### config.mk
export PLATFORM = sky130hd
export DESIGN_NAME = dmem_arbiter
export DESIGN_NICKNAME = d
export VERILOG_FILES = /design/src/rtl/dmem_arb_pkg.sv /design/src/rtl/dmem_arbiter_rr_arb2.sv /design/src/rtl/dmem_arbiter.sv
export SDC_FILE = /design/constraint.sdc
export NUM_CORES = 1
export LEC_CHECK = 0
export ABC_AREA = 0
export CAP_MARGIN = 20
export CELL_PAD_IN_SITES_DETAIL_PLACEMENT = 0
export CELL_PAD_IN_SITES_GLOBAL_PLACEMENT = 1
export CORE_ASPECT_RATIO = 1.75
export CORE_MARGIN = 1
export CORE_UTILIZATION = 29
export CTS_BUF_LIST = sky130_fd_sc_hd__clkbuf_8
export DETAILED_ROUTE_END_ITERATION = 16
export MAX_ROUTING_LAYER = met4
export PLACE_DENSITY_LB_ADDON = 0.05
export SYNTH_ARGS = -nofsm -noshare
export SYNTH_HDL_FRONTEND = slang
export SYNTH_SLANG_ARGS = --single-unit
### constraint.sdc
create_clock -name clk -period 2 [get_ports clk]
set_input_delay 0.6 -clock clk [delete_from_list [all_inputs] [get_ports clk]]
set_output_delay 0.6 -clock clk [all_outputs]
set_load 0.02 [all_outputs]
### src/rtl/dmem_arb_pkg.sv
// Shared types and constants for the data-memory arbiter between the core load/store path and
// the debug/DMA loader.
package dmem_arb_pkg;

    localparam int MAX_MEM_LAT = 4;
    localparam int REQ_AW      = 32;
    localparam int REQ_DW      = 32;

    typedef enum logic [1:0] {
        ARB_IDLE   = 2'd0,
        ARB_ACCESS = 2'd1,
        ARB_RESP   = 2'd2
    } arb_state_t;

    typedef enum logic {
        PORT_C = 1'b0,
        PORT_D = 1'b1
    } port_id_t;

    typedef struct packed {
        logic              we;
        logic [REQ_AW-1:0] addr;
        logic [REQ_DW-1:0] wdata;
        logic [2:0]        funct3;
    } mem_req_t;

    // Performance counters stick at all-ones instead of wrapping.
    function automatic logic [31:0] sat_inc32(input logic [31:0] v);
        return (v == 32'hFFFF_FFFF) ? v : v + 32'd1;
    endfunction

endpackage

### src/rtl/dmem_arbiter_rr_arb2.sv
// Combinational two-way round-robin picker; the last-grant pointer lives in the parent.
import dmem_arb_pkg::*;

module rr_arb2 (
    input  logic     valid_c,
    input  logic     valid_d,
    input  port_id_t last_grant,
    output logic     grant_valid,
    output port_id_t grant_id
);

    // On a conflict the port that did not win last time goes first.
    always_comb begin
        grant_valid = valid_c | valid_d;
        grant_id    = PORT_C;
        if (valid_c && valid_d) begin
            if (last_grant == PORT_C) begin
                grant_id = PORT_D;
            end else begin
                grant_id = PORT_C;
            end
        end else if (valid_d) begin
            grant_id = PORT_D;
        end else begin
            grant_id = PORT_C;
        end
    end

endmodule

### src/rtl/dmem_arbiter.sv
// Shares the single data-memory port between the core (C) and a debug/DMA loader (D).
// One transaction in flight at a time. Define DMEM_ARB_PERF_EN to add grant/conflict counters.
import dmem_arb_pkg::*;

module dmem_arbiter #(
    parameter int AW      = 32,
    parameter int DW      = 32,
    parameter int MEM_LAT = 1
) (
    input  logic          clk,
    input  logic          rst,
    input  logic          c_req_valid,
    output logic          c_req_ready,
    input  logic          c_req_we,
    input  logic [AW-1:0] c_req_addr,
    input  logic [DW-1:0] c_req_wdata,
    input  logic [2:0]    c_req_funct3,
    output logic          c_rsp_valid,
    output logic [DW-1:0] c_rsp_rdata,
    input  logic          d_req_valid,
    output logic          d_req_ready,
    input  logic          d_req_we,
    input  logic [AW-1:0] d_req_addr,
    input  logic [DW-1:0] d_req_wdata,
    input  logic [2:0]    d_req_funct3,
    output logic          d_rsp_valid,
    output logic [DW-1:0] d_rsp_rdata,
    output logic [AW-1:0] mem_addr,
    output logic [DW-1:0] mem_wdata,
    output logic [2:0]    mem_funct3,
    output logic          mem_read,
    output logic          mem_write,
    input  logic [DW-1:0] mem_rdata
`ifdef DMEM_ARB_PERF_EN
    ,
    output logic [31:0]   perf_c_grants,
    output logic [31:0]   perf_d_grants,
    output logic [31:0]   perf_conflicts
`endif
);

    localparam int                CNT_W    = $clog2(MAX_MEM_LAT);
    localparam logic [CNT_W-1:0]  LAT_LAST = CNT_W'(MEM_LAT - 1);
    localparam logic [CNT_W-1:0]  CNT_ZERO = CNT_W'(0);
    localparam logic [CNT_W-1:0]  CNT_ONE  = CNT_W'(1);

    if (MEM_LAT < 1 || MEM_LAT > MAX_MEM_LAT) begin : g_bad_mem_lat
        $error("dmem_arbiter: MEM_LAT must be in 1..4");
    end
    // The latched request record is shared with the RV32 core and is fixed at its width.
    if (AW != REQ_AW || DW != REQ_DW) begin : g_bad_width
        $error("dmem_arbiter: AW and DW must match the mem_req_t field widths");
    end

    arb_state_t       state_r;
    arb_state_t       state_d;
    port_id_t         last_grant_r;
    port_id_t         gid_r;
    port_id_t         grant_id_s;
    logic             grant_valid_s;
    logic             last_beat_s;
    mem_req_t         req_s;
    mem_req_t         req_r;
    logic [CNT_W-1:0] lat_cnt_r;
    logic             mem_read_r;
    logic             mem_write_r;
    logic             c_rsp_valid_r;
    logic             d_rsp_valid_r;
    logic [DW-1:0]    c_rsp_rdata_r;
    logic [DW-1:0]    d_rsp_rdata_r;

    rr_arb2 u_rr_arb2 (
        .valid_c     (c_req_valid),
        .valid_d     (d_req_valid),
        .last_grant  (last_grant_r),
        .grant_valid (grant_valid_s),
        .grant_id    (grant_id_s)
    );

    assign last_beat_s = (lat_cnt_r == LAT_LAST);

    // Ready is granted combinationally in IDLE; the payload mux follows the grant.
    always_comb begin
        c_req_ready  = 1'b0;
        d_req_ready  = 1'b0;
        req_s.we     = c_req_we;
        req_s.addr   = c_req_addr;
        req_s.wdata  = c_req_wdata;
        req_s.funct3 = c_req_funct3;
        if ((state_r == ARB_IDLE) && grant_valid_s) begin
            if (grant_id_s == PORT_D) begin
                d_req_ready  = 1'b1;
                req_s.we     = d_req_we;
                req_s.addr   = d_req_addr;
                req_s.wdata  = d_req_wdata;
                req_s.funct3 = d_req_funct3;
            end else begin
                c_req_ready  = 1'b1;
            end
        end else begin
            c_req_ready = 1'b0;
            d_req_ready = 1'b0;
        end
    end

    // Next-state logic.
    always_comb begin
        state_d = state_r;
        case (state_r)
            ARB_IDLE: begin
                if (grant_valid_s) begin
                    state_d = ARB_ACCESS;
                end else begin
                    state_d = ARB_IDLE;
                end
            end
            ARB_ACCESS: begin
                if (last_beat_s) begin
                    state_d = ARB_RESP;
                end else begin
                    state_d = ARB_ACCESS;
                end
            end
            ARB_RESP: state_d = ARB_IDLE;
            default:  state_d = ARB_IDLE;
        endcase
    end

    // State register.
    always_ff @(posedge clk) begin
        if (rst) begin
            state_r <= ARB_IDLE;
        end else begin
            state_r <= state_d;
        end
    end

    // Request latch, strobe sequencing and response registers.
    always_ff @(posedge clk) begin
        if (rst) begin
            last_grant_r  <= PORT_D;
            gid_r         <= PORT_C;
            req_r         <= {$bits(mem_req_t){1'b0}};
            lat_cnt_r     <= CNT_ZERO;
            mem_read_r    <= 1'b0;
            mem_write_r   <= 1'b0;
            c_rsp_valid_r <= 1'b0;
            d_rsp_valid_r <= 1'b0;
            c_rsp_rdata_r <= {DW{1'b0}};
            d_rsp_rdata_r <= {DW{1'b0}};
        end else begin
            mem_write_r   <= 1'b0;
            c_rsp_valid_r <= 1'b0;
            d_rsp_valid_r <= 1'b0;
            case (state_r)
                ARB_IDLE: begin
                    if (grant_valid_s) begin
                        req_r        <= req_s;
                        gid_r        <= grant_id_s;
                        last_grant_r <= grant_id_s;
                        lat_cnt_r    <= CNT_ZERO;
                        mem_read_r   <= ~req_s.we;
                        mem_write_r  <= req_s.we;
                    end
                end
                ARB_ACCESS: begin
                    if (last_beat_s) begin
                        mem_read_r <= 1'b0;
                        if (gid_r == PORT_D) begin
                            d_rsp_valid_r <= 1'b1;
                            d_rsp_rdata_r <= req_r.we ? {DW{1'b0}} : mem_rdata;
                        end else begin
                            c_rsp_valid_r <= 1'b1;
                            c_rsp_rdata_r <= req_r.we ? {DW{1'b0}} : mem_rdata;
                        end
                    end else begin
                        lat_cnt_r <= lat_cnt_r + CNT_ONE;
                    end
                end
                ARB_RESP: begin
                    lat_cnt_r <= CNT_ZERO;
                end
                default: begin
                    lat_cnt_r <= CNT_ZERO;
                end
            endcase
        end
    end

    assign mem_addr    = req_r.addr;
    assign mem_wdata   = req_r.wdata;
    assign mem_funct3  = req_r.funct3;
    assign mem_read    = mem_read_r;
    assign mem_write   = mem_write_r;
    assign c_rsp_valid = c_rsp_valid_r;
    assign d_rsp_valid = d_rsp_valid_r;
    assign c_rsp_rdata = c_rsp_rdata_r;
    assign d_rsp_rdata = d_rsp_rdata_r;

`ifdef DMEM_ARB_PERF_EN
    logic        conflict_s;
    logic [31:0] perf_c_r;
    logic [31:0] perf_d_r;
    logic [31:0] perf_conf_r;

    assign conflict_s = (state_r == ARB_IDLE) && c_req_valid && d_req_valid;

    // Saturating grant and conflict counters.
    always_ff @(posedge clk) begin
        if (rst) begin
            perf_c_r    <= 32'd0;
            perf_d_r    <= 32'd0;
            perf_conf_r <= 32'd0;
        end else begin
            if (c_req_ready) begin
                perf_c_r <= sat_inc32(perf_c_r);
            end
            if (d_req_ready) begin
                perf_d_r <= sat_inc32(perf_d_r);
            end
            if (conflict_s) begin
                perf_conf_r <= sat_inc32(perf_conf_r);
            end
        end
    end

    assign perf_c_grants  = perf_c_r;
    assign perf_d_grants  = perf_d_r;
    assign perf_conflicts = perf_conf_r;
`endif

endmodule
==> results.ini <==
[layout]
nets = 1208
syn2layout_area_growth_pct = 51.1
fin_area_um2 = 9840
drive_gt1_share_pct = 7.83
nFillCells = 2327

[sta]
fin_hold_ws_ps = 443
hold_viol = 0
timing.final.crit_share_pct = 98.2
setup_slack_ps = 36.5
setup_viol_count_final = 0
drv_slew = 0
max_slew_margin_pct = 45.4
fin_skew_ps = 8.88
achievable-frequency_mhz = 509
tightest_slew_ps = 819
finalCriticalPeriod_ps = 1960

[pwr]
clockPowerShare_pct = 36.4
p_seq_share_pct = 40.4
power.switching_mw = 2.23
leakagePower_nw = 4.02
vdd_ir_drop_max_mv = 0.463
switching_share_pct = 28.9
p_per_area_nw_per_um2 = 784
total_power_mw = 7.71
p_int_mw = 5.49
combPwrFrac_pct = 23.2

[critical_path]
slowest_stage = clkdlybuf4s15_1
cp-startpoint = c_req_valid
crit_path_start_kind = input port
worst_ep_required_time_ps = 1400
path_common_cell = buf_4
cpPeakStageDelay_ps = 240
crit_path_end_kind = primary output
arrival_ps = 1360
criticalPathCategory = in -> out
cp_max_fo = 4
r2r-start = state_r[1]
crit_chain = clkdlybuf4s15_1, a21boi_4, buf_4, nor2_1, buf_4

[clock_tree]
htree_levels = 4
postCtsHoldBufs = 0
cts_tree = done
clk_latency_ps = 460
cts.path.max_buffers = 2
cts_buffers = 17
root_buffer = clkbuf_8
clkSinkCount = 142
clk_pin_slew_ps = 80

[global_route]
grt_first_pass_wirelength_mm = 36.7
first_global_vias = 6380
grt_util_all_layers_pct = 21.5
antenna_found_initial = 3
gr-total-overflow = 0
grt_max_degree = 104

[floorplanning]
num_rows = 72
die_x_um = 115
start_util_pct = 29.5
ios = 309
core_um2 = 22100
die_area_um2 = 23100
die_h_um = 200

[synth]
syn_area_per_cell_um2 = 7.93
synth-adder-area-share_pct = 0.192
synth_xor_area_share_pct = 0
synth_warnings = 0
ys_seq_elements = 142
synth_async_sr_flop_share_pct = 0
synth_nets = 995
synth_area_um2 = 6520
synth_edf_count = 0
synth_mux_area_share_pct = 0.154
synthDistinctLibCells = 37
synth_compound_area_share_pct = 20.7
synth_cells = 822
synth_top_family_by_area = simple AND/OR/NAND/NOR gates
yosysSeqAreaShare_pct = 43.6
synthFlopType = dfxtp_1
synth-simple-area-share_pct = 21.1

[flow_run]
drv_cap = 0

[run_status]
status = finished clean

[worst_hold_path]
hp-start = rst
hold_path_class = in -> reg

[detailed_routing]
wl_mm = 23.9
drc = 0
antenna_left = 0
vias_per_cell = 4.81
vias = 6471
drtIter0Drc = 342
firstDrtPassIters = 4
avgRoutedWirePerCell_um = 17.8

[placement]
io_buffers = 308
dp_slack_ps = -721
dpl-instance-area_um2 = 9510
hpwlAfterDp_mm = 16.1
gp_congestion = 0.762

==> timing repair <==
item / CTS / global route
endpoints found under the setup margin: 137 / 2
setup buffers: 1 / 2
gates resized for setup: 148 / 6
pin swaps: 0 / 2
hold endpoints to repair: 0 / 0
==> worst max-delay path, delay by kind of cell <==
family          cells  cell delay, ps
simple gates        1              30
buf+inv             3             520
compound gates      1             200
==> routing by layer <==
metal / GRT usage [%] / routed length [um] / vias to the layer above / share of wire [%]
li1: - / - / 3208 / -
met2: 36.4 / 12600 / 223 / 53
met4: 7.56 / 527 / 0 / 2.2
met1: 24.5 / 9560 / 3012 / 40
met5: - / 0 / - / 0
met3: 4.93 / 1250 / 28 / 5.2
==> sequential cells by signal, summed over array words and instances, names as in the netlist <==
signal        cells
gid_r             1
mem_funct3        3
c_rsp_valid       1
lat_cnt_r         2
d_rsp_rdata      32
state_r           2
mem_write         1
mem_read          1
last_grant_r      1
mem_addr         32
req_r             1
d_rsp_valid       1
c_rsp_rdata      32
mem_wdata        32
==> power groups by stage <==
stage               registers [mW]  clock network [mW]  logic, mW
floorplan                     3.23                   0       1.01
global placement              3.18                   0       1.94
detailed placement            3.19                   0       1.93
CTS                           3.11                2.91       1.81
global route                  3.14                3.01       1.94
finish                        3.11                2.81       1.79
==> metrics by stage <==
stage,cells,util (%),TNS [ps]
floorplan,822,-,0
global placement,1309,43.1,-25570
detailed placement,1309,43.1,-27390
CTS,1341,44.5,0
global route,1346,44.6,-7.21
finish,1346,44.6,0
==> path summary, 6_finish.rpt <==
path | to | slack (ps) | depth (start not counted)
hold / removal | mem_wdata[16] | 440 | 2
setup / recovery | c_req_ready | 40 | 5
setup reg to reg | mem_wdata[21] | 220 | 4
hold reg to reg | c_rsp_rdata[22] | 450 | 2
==> cells in the final DEF, fill, tap and decap left out, types with 19 or more instances in the layout <==
| cell type | Yosys | final |
|---|---|---|
| buf_4 | 69 | 23 |
| a31oi_1 | 52 | 52 |
| o21ai_0 | 55 | 54 |
| clkdlybuf4s50_1 | 0 | 168 |
| dlygate4sd2_1 | 0 | 135 |
| clkbuf_8 | 0 | 19 |
| nand3_1 | 104 | 104 |
| nor2b_1 | 32 | 32 |
| nand2_1 | 129 | 128 |
| dfxtp_1 | 142 | 142 |
| a21oi_1 | 83 | 83 |
==> area by class of cell <==
cell class / count / area (um^2) / share of cell area (%)
Clock inverter: 12 / 215 / 2.19
Sequential cell: 142 / 2840 / 28.9
Clock buffer: 19 / 262 / 2.66
Multi-Input combinational cell: 516 / 2790 / 28.3
Tap cell: 296 / 370 / 3.76
Antenna cell: 3 / 7.51 / 0.0763
Inverter: 18 / 67.6 / 0.686
Timing Repair Buffer: 340 / 3290 / 33.4
==> cell usage after synthesis (2+ instances only) <==
| cell | instances | area share [%] |
|---|---|---|
| a21oi_1 | 83 | 6.4 |
| a22oi_1 | 15 | 1.7 |
| a31oi_1 | 52 | 5.0 |
| buf_2 | 31 | 2.4 |
| buf_4 | 69 | 7.9 |
| buf_6 | 2 | 0.35 |
| clkbuf_1 | 43 | 2.5 |
| dfxtp_1 | 142 | 44 |
| inv_1 | 18 | 1.0 |
| nand2_1 | 129 | 7.4 |
| nand3_1 | 104 | 8.0 |
| nor2_1 | 5 | 0.29 |
| nor2_2 | 2 | 0.19 |
| nor2b_1 | 32 | 3.1 |
| nor3b_1 | 2 | 0.23 |
| nor4bb_1 | 2 | 0.31 |
| o21ai_0 | 55 | 4.2 |
| o32ai_1 | 11 | 1.5 |
| o32ai_2 | 4 | 1.0 |
| o41ai_1 | 2 | 0.27 |
| or3_1 | 2 | 0.19 |
| or3b_1 | 2 | 0.27 |
==> cells by family (layout without fill, tap and decap cells) <==
group / after synthesis / count (layout)
simple gates: 288 / 288
compound gates: 226 / 226
buf+inv: 164 / 389
flops: 142 / 142
fa+ha+maj: 1 / 1
mux: 1 / 1
other cells: 0 / 3
Power figures use the tool's default switching activity.
